## config.mk

```make
export PLATFORM = sky130hd
export DESIGN_NAME = axis_debug_interconnect
export DESIGN_NICKNAME = d
export VERILOG_FILES = /design/src/rtl/axis_debug_pkg.sv /design/src/rtl/axis_debug_interconnect_rr_arbiter.sv /design/src/rtl/axis_debug_interconnect.sv
export SDC_FILE = /design/constraint.sdc
export NUM_CORES = 1
export LEC_CHECK = 0
export BUFFER_PORTS_ARGS = -buffer_cell sky130_fd_sc_hd__buf_2
export CORE_MARGIN = 3
export CORE_UTILIZATION = 45
export DETAILED_ROUTE_END_ITERATION = 6
export HOLD_SLACK_MARGIN = 0.15
export PLACE_DENSITY = 0.8
export SYNTH_ARGS = -nofsm -noshare
export SYNTH_HDL_FRONTEND = slang
export SYNTH_HIERARCHICAL = 1
export SYNTH_SLANG_ARGS = --single-unit
```

## constraint.sdc

```tcl
create_clock -name i_clk -period 2.3 [get_ports i_clk]
set_input_delay 0.23 -clock i_clk [delete_from_list [all_inputs] [get_ports i_clk]]
set_output_delay 0.23 -clock i_clk [all_outputs]
set_load 0.005 [all_outputs]
```

## src/rtl/axis_debug_pkg.sv

```systemverilog
// Shared types for the axis_debug interconnect.
// Timeout support is enabled with AXIS_DEBUG_INTERCONNECT_TIMEOUT_EN.
package axis_debug_pkg;

    typedef enum logic [1:0] {
        IDLE,
        BUSY,
        DRAIN
    } arb_state_t;

    localparam logic [7:0] AXIS_DEBUG_TIMEOUT_BYTE = 8'hEE;

    function automatic int idx_w(input int n);
        return (n > 1) ? $clog2(n) : 1;
    endfunction

endpackage

```

## src/rtl/axis_debug_interconnect_rr_arbiter.sv

```systemverilog
// Round-robin next-grant search starting just after the last grant.
// Purely combinational; the caller registers the result.
module rr_arbiter
    import axis_debug_pkg::*;
#(
    parameter int N_PORTS = 4,
    localparam int IW = idx_w(N_PORTS)
) (
    input  logic [N_PORTS-1:0] req,
    input  logic [IW-1:0]      last_grant,
    output logic [IW-1:0]      grant,
    output logic               valid
);

    logic [IW-1:0] cand;

    always_comb begin
        grant = '0;
        valid = 1'b0;
        cand  = '0;
        for (int i = 1; i <= N_PORTS; i++) begin
            cand = IW'((int'(last_grant) + i) % N_PORTS);
            if (!valid && req[cand]) begin
                valid = 1'b1;
                grant = cand;
            end
        end
    end

endmodule

```

## src/rtl/axis_debug_interconnect.sv

```systemverilog
// Request broadcast and frame-level response merge for axis_debug devices.
// Define AXIS_DEBUG_INTERCONNECT_TIMEOUT_EN to abort stalled response frames.
module axis_debug_interconnect
    import axis_debug_pkg::*;
#(
    parameter int N_PORTS        = 4,
    parameter int TIMEOUT_CYCLES = 1024
) (
    input  logic                   i_clk,
    input  logic                   i_rst,
    input  logic                   i_s_axis_tvalid,
    output logic                   o_s_axis_tready,
    input  logic [7:0]             i_s_axis_tdata,
    input  logic                   i_s_axis_tlast,
    output logic                   o_m_axis_tvalid,
    input  logic                   i_m_axis_tready,
    output logic [7:0]             o_m_axis_tdata,
    output logic                   o_m_axis_tlast,
    output logic [N_PORTS-1:0]     o_req_axis_tvalid,
    input  logic [N_PORTS-1:0]     i_req_axis_tready,
    output logic [7:0]             o_req_axis_tdata,
    output logic                   o_req_axis_tlast,
    input  logic [N_PORTS-1:0]     i_rsp_axis_tvalid,
    output logic [N_PORTS-1:0]     o_rsp_axis_tready,
    input  logic [N_PORTS-1:0][7:0] i_rsp_axis_tdata,
    input  logic [N_PORTS-1:0]     i_rsp_axis_tlast
);

    localparam int IW = idx_w(N_PORTS);

    logic               full;
    logic [7:0]         fwd_data;
    logic               fwd_last;
    logic [N_PORTS-1:0] pending;
    logic [N_PORTS-1:0] pend_next;
    logic               load;

    assign o_req_axis_tvalid = full ? pending : '0;
    assign o_req_axis_tdata  = fwd_data;
    assign o_req_axis_tlast  = fwd_last;
    assign pend_next = pending & ~(o_req_axis_tvalid & i_req_axis_tready);
    assign o_s_axis_tready = !i_rst &&
        (!full || (pending & ~i_req_axis_tready) == '0);
    assign load = i_s_axis_tvalid && o_s_axis_tready;

    always_ff @(posedge i_clk or posedge i_rst) begin
        if (i_rst) begin
            full     <= 1'b0;
            fwd_data <= '0;
            fwd_last <= 1'b0;
            pending  <= '0;
        end else if (load) begin
            full     <= 1'b1;
            fwd_data <= i_s_axis_tdata;
            fwd_last <= i_s_axis_tlast;
            pending  <= '1;
        end else if (full) begin
            pending <= pend_next;
            full    <= (pend_next != '0);
        end
    end

    arb_state_t    state;
    logic [IW-1:0] grant;
    logic [IW-1:0] last_grant;
    logic [IW-1:0] arb_grant;
    logic          arb_valid;
    logic          out_valid;
    logic [7:0]    out_data;
    logic          out_last;
    logic          slot_free;
    logic          g_valid;
    logic          g_last;
    logic          accept;
    logic          tmo;

    rr_arbiter #(.N_PORTS(N_PORTS)) u_arb (
        .req        (i_rsp_axis_tvalid),
        .last_grant (last_grant),
        .grant      (arb_grant),
        .valid      (arb_valid)
    );

    assign slot_free = !out_valid || i_m_axis_tready;
    assign g_valid   = i_rsp_axis_tvalid[grant];
    assign g_last    = i_rsp_axis_tlast[grant];
    assign accept    = (state == BUSY) && g_valid && slot_free;

    assign o_m_axis_tvalid = out_valid;
    assign o_m_axis_tdata  = out_data;
    assign o_m_axis_tlast  = out_last;

    always_comb begin
        o_rsp_axis_tready = '0;
        if (state == BUSY)
            o_rsp_axis_tready[grant] = slot_free;
        if (state == DRAIN)
            o_rsp_axis_tready[grant] = 1'b1;
    end

`ifdef AXIS_DEBUG_INTERCONNECT_TIMEOUT_EN
    localparam int TW = $clog2(TIMEOUT_CYCLES + 1);
    logic [TW-1:0] stall_cnt;

    assign tmo = (state == BUSY) && !g_valid && slot_free &&
                 (stall_cnt == TW'(TIMEOUT_CYCLES));

    always_ff @(posedge i_clk or posedge i_rst) begin
        if (i_rst)
            stall_cnt <= '0;
        else if (state != BUSY || accept)
            stall_cnt <= '0;
        else if (!g_valid && stall_cnt != TW'(TIMEOUT_CYCLES))
            stall_cnt <= stall_cnt + 1'b1;
    end
`else
    assign tmo = 1'b0;
`endif

    always_ff @(posedge i_clk or posedge i_rst) begin
        if (i_rst) begin
            state      <= IDLE;
            grant      <= '0;
            last_grant <= IW'(N_PORTS - 1);
            out_valid  <= 1'b0;
            out_data   <= '0;
            out_last   <= 1'b0;
        end else begin
            if (accept) begin
                out_valid <= 1'b1;
                out_data  <= i_rsp_axis_tdata[grant];
                out_last  <= g_last;
            end else if (tmo) begin
                // Synthesised terminator so the host sees a closed frame
                out_valid <= 1'b1;
                out_data  <= AXIS_DEBUG_TIMEOUT_BYTE;
                out_last  <= 1'b1;
            end else if (i_m_axis_tready) begin
                out_valid <= 1'b0;
            end

            unique case (state)
                IDLE: begin
                    if (arb_valid) begin
                        grant <= arb_grant;
                        state <= BUSY;
                    end
                end
                BUSY: begin
                    if (accept && g_last) begin
                        last_grant <= grant;
                        state      <= IDLE;
                    end else if (tmo) begin
                        state <= DRAIN;
                    end
                end
                DRAIN: begin
                    if (g_valid && g_last) begin
                        last_grant <= grant;
                        state      <= IDLE;
                    end
                end
                default: state <= IDLE;
            endcase
        end
    end

endmodule
```

==> metrics.txt <==
first-pass detailed-route iteration total 4; Core Footprint 3200 µm²; FF+latch area 728 µm²; crit path kind reg -> out; post-CTS sizing 0; syn_nets 180; synth top area cells dfrtp_1, mux4_2, mux2_4; root buf cell clkbuf_4; Post-synth top flop dfrtp_1; first-pass GRT wire length 6.21 mm; largest net degree at the start of global routing 29; Synth-to-Final Area Change 38.8%; post-layout min period 1.82 ns; Vias/cell 4.99; post-route setup TNS 0 ns; Max Root-Sink Buffers 2; die width 65.5 µm; R2R depth 3; WP depth 4; Worst Path Buf+Inv 1; FF-to-FF Start grant[0]; Die H 65.5 µm; I/O Buffers 84; # Post-CTS Setup Buffers 0; Final setup viols 0; power per standard cell area 1150 nW/µm²; number of flops mapped to enable cells by yosys 0; switching share of power 34.5%; period utilisation layout 79.1%; CTS sink count 29; row count 20; CP required 2.07 ns; mapped cell area 1590 µm²; gpl congestion 0.793; hold_sp i_s_axis_tvalid; Final Skew 0.00529 ns; DRC viols 0; final instance area 2210 µm²; Peak supply drop 0.663 mV; Hold Path Class in -> reg; top cell type's share of synthesized area 42.4%; total gr overflow 0; Slew @ Worst Pin 0.479 ns; final hold vios 0; Combinational Power Share 47.8%; register area share after synthesis 45.7%; sequential power share 39.7%; top-level port count 85; Global Route Usage Sum 19.4%; Routed Antenna Nets 0; dpl cell area 2050 µm²; Starting Density 49.8%; Synth Register Bits 29; initial antenna violation count 0; Nets 278; P_leak 1.11 nW; crit-path max cell delay 0.42 ns; Layout fillers 257; most frequent cells in the layout buf_2, dfrtp_1, nand2_1; fin. max-slew vios 0; clk slew on worst S/H paths 0.09 ns; most common cell after layout, fill and taps aside buf_2; Arr. time, crit path 1.59 ns; Slowest-stage cell, CP o41ai_4; family with the most delay on the worst path compound AO/OA/AOI/OAI gates; Internal 1.67 mW; unrepaired setup endpoints after global routing false; Clock Latency Late Sink 0.32 ns; vias in the first global route 1357; Synth cell types 32; P_sw 0.877 mW; status completed; Max Cap Viol 0; ys async rst share 100%; crit-path cells nor2b_4 > o41ai_4 > and2_2 > buf_2; H-Tree Level Count 2; CTS tree built; Die ar. 4290 µm²; share of layout cells above drive strength 1 56.8%; Post-Syn Instances 123; vias post-DR 1328; number of instances on the worst hold path 3; Detailed Place HPWL 3.05 mm; Max-slew headroom 68.1%; area occupied by multi-input gates 820 µm²; Worst setup SP type register; Clk network pwr share 12.5%; R2R Setup Slk 0.49 ns; diode count 0; crit end category primary output; Max Freq 550 MHz; Synth Area per Inst 13.0 µm²; area leader, netlist dfrtp_1; Worst Setup SP pending[3]; Inserted Clock Buffers 5; Wirelength per Cell 14.5 µm; Worst Path Max Fanout 3; Synthesis Warnings 6; Total Wirelength 3.85 mm; 1st-iter DRT viols 38
## layer usage
layer	up-vias	wire (µm)	track usage, %
met5	-	0	0
met4	0	129	8.81
met3	12	253	4.79
met2	63	2020	33.6
met1	617	1450	22.5
li1	636	-	-
## power by group through the flow
stage / sequential, mW / combinational [mW] / clock (mW)
finish: 1.01 / 1.22 / 0.317
global route: 1.07 / 1.33 / 0.356
CTS: 1.01 / 1.24 / 0.324
detailed placement: 1.02 / 1.22 / 0
global placement: 1.01 / 1.19 / 0
floorplan: 0.950 / 0.872 / 0
## logic make-up (layout without fill, tap and decap cells)
| group | count (synthesis) | in the layout | share of synthesized area [%] |
|---|---|---|---|
| mux | 30 | 30 | 29.6 |
| simple gates | 45 | 45 | 16.2 |
| compound gates | 10 | 10 | 5.65 |
| flops | 29 | 29 | 45.7 |
| buf+inv | 9 | 108 | 2.90 |
## stage by stage
step	hold WS (ns)	instances	worst slack [ns]	util (%)	total power, mW
after global placement	0.121	248	0.520	64.1	2.20
after global routing	0.181	266	0.382	69.1	2.75
after detailed placement	0.127	248	0.485	64.1	2.24
final	0.167	266	0.481	69.1	2.54
after CTS	0.157	265	0.464	68.8	2.57
after floorplan	0.337	123	0.615	-	1.82
## flip-flops by register name (all words and copies together) (netlist names)
register / cells
o_m_axis_tvalid: 1
grant: 2
pending: 4
o_m_axis_tdata: 8
full: 1
last_grant: 2
o_req_axis_tlast: 1
state: 1
o_m_axis_tlast: 1
o_req_axis_tdata: 8
## what timing repair did
action	4_1_cts	5_1_grt
endpoints found under the setup margin	0	0
hold buffers	9	1
endpoints found under the hold margin	36	1
## cell usage after synthesis, drive strengths merged, types with 2 or more instances
master / count
a21oi: 3
and2: 5
buf: 4
dfrtp: 27
dfstp: 2
inv: 4
mux2: 19
mux4: 10
nand2: 20
nand2b: 4
nand3: 3
nor2: 4
nor2b: 5
nor3: 2
o21ai: 3
## cell type report
class | count | share of cell area (%)
timing repair buffer | 96 | 24.2
tap | 44 | 2.49
inverter | 4 | 0.679
multi-input combinational | 85 | 37.0
sequential | 29 | 32.9
clock buffer | 8 | 2.66
## worst min-delay path, delay by kind of cell
kind                   cells  cell delay, ns
buffers and inverters      2            0.16
AO/OA/AOI/OAI              1            0.06
## final timing paths
kind / endpoint
min reg2reg: o_m_axis_tlast
max reg2reg: o_m_axis_tdata[0]
min in group asynchronous: full
min: full
max in group asynchronous: last_grant[1]
max: o_s_axis_tready
Note: power is estimated with default switching activity, not from simulation.
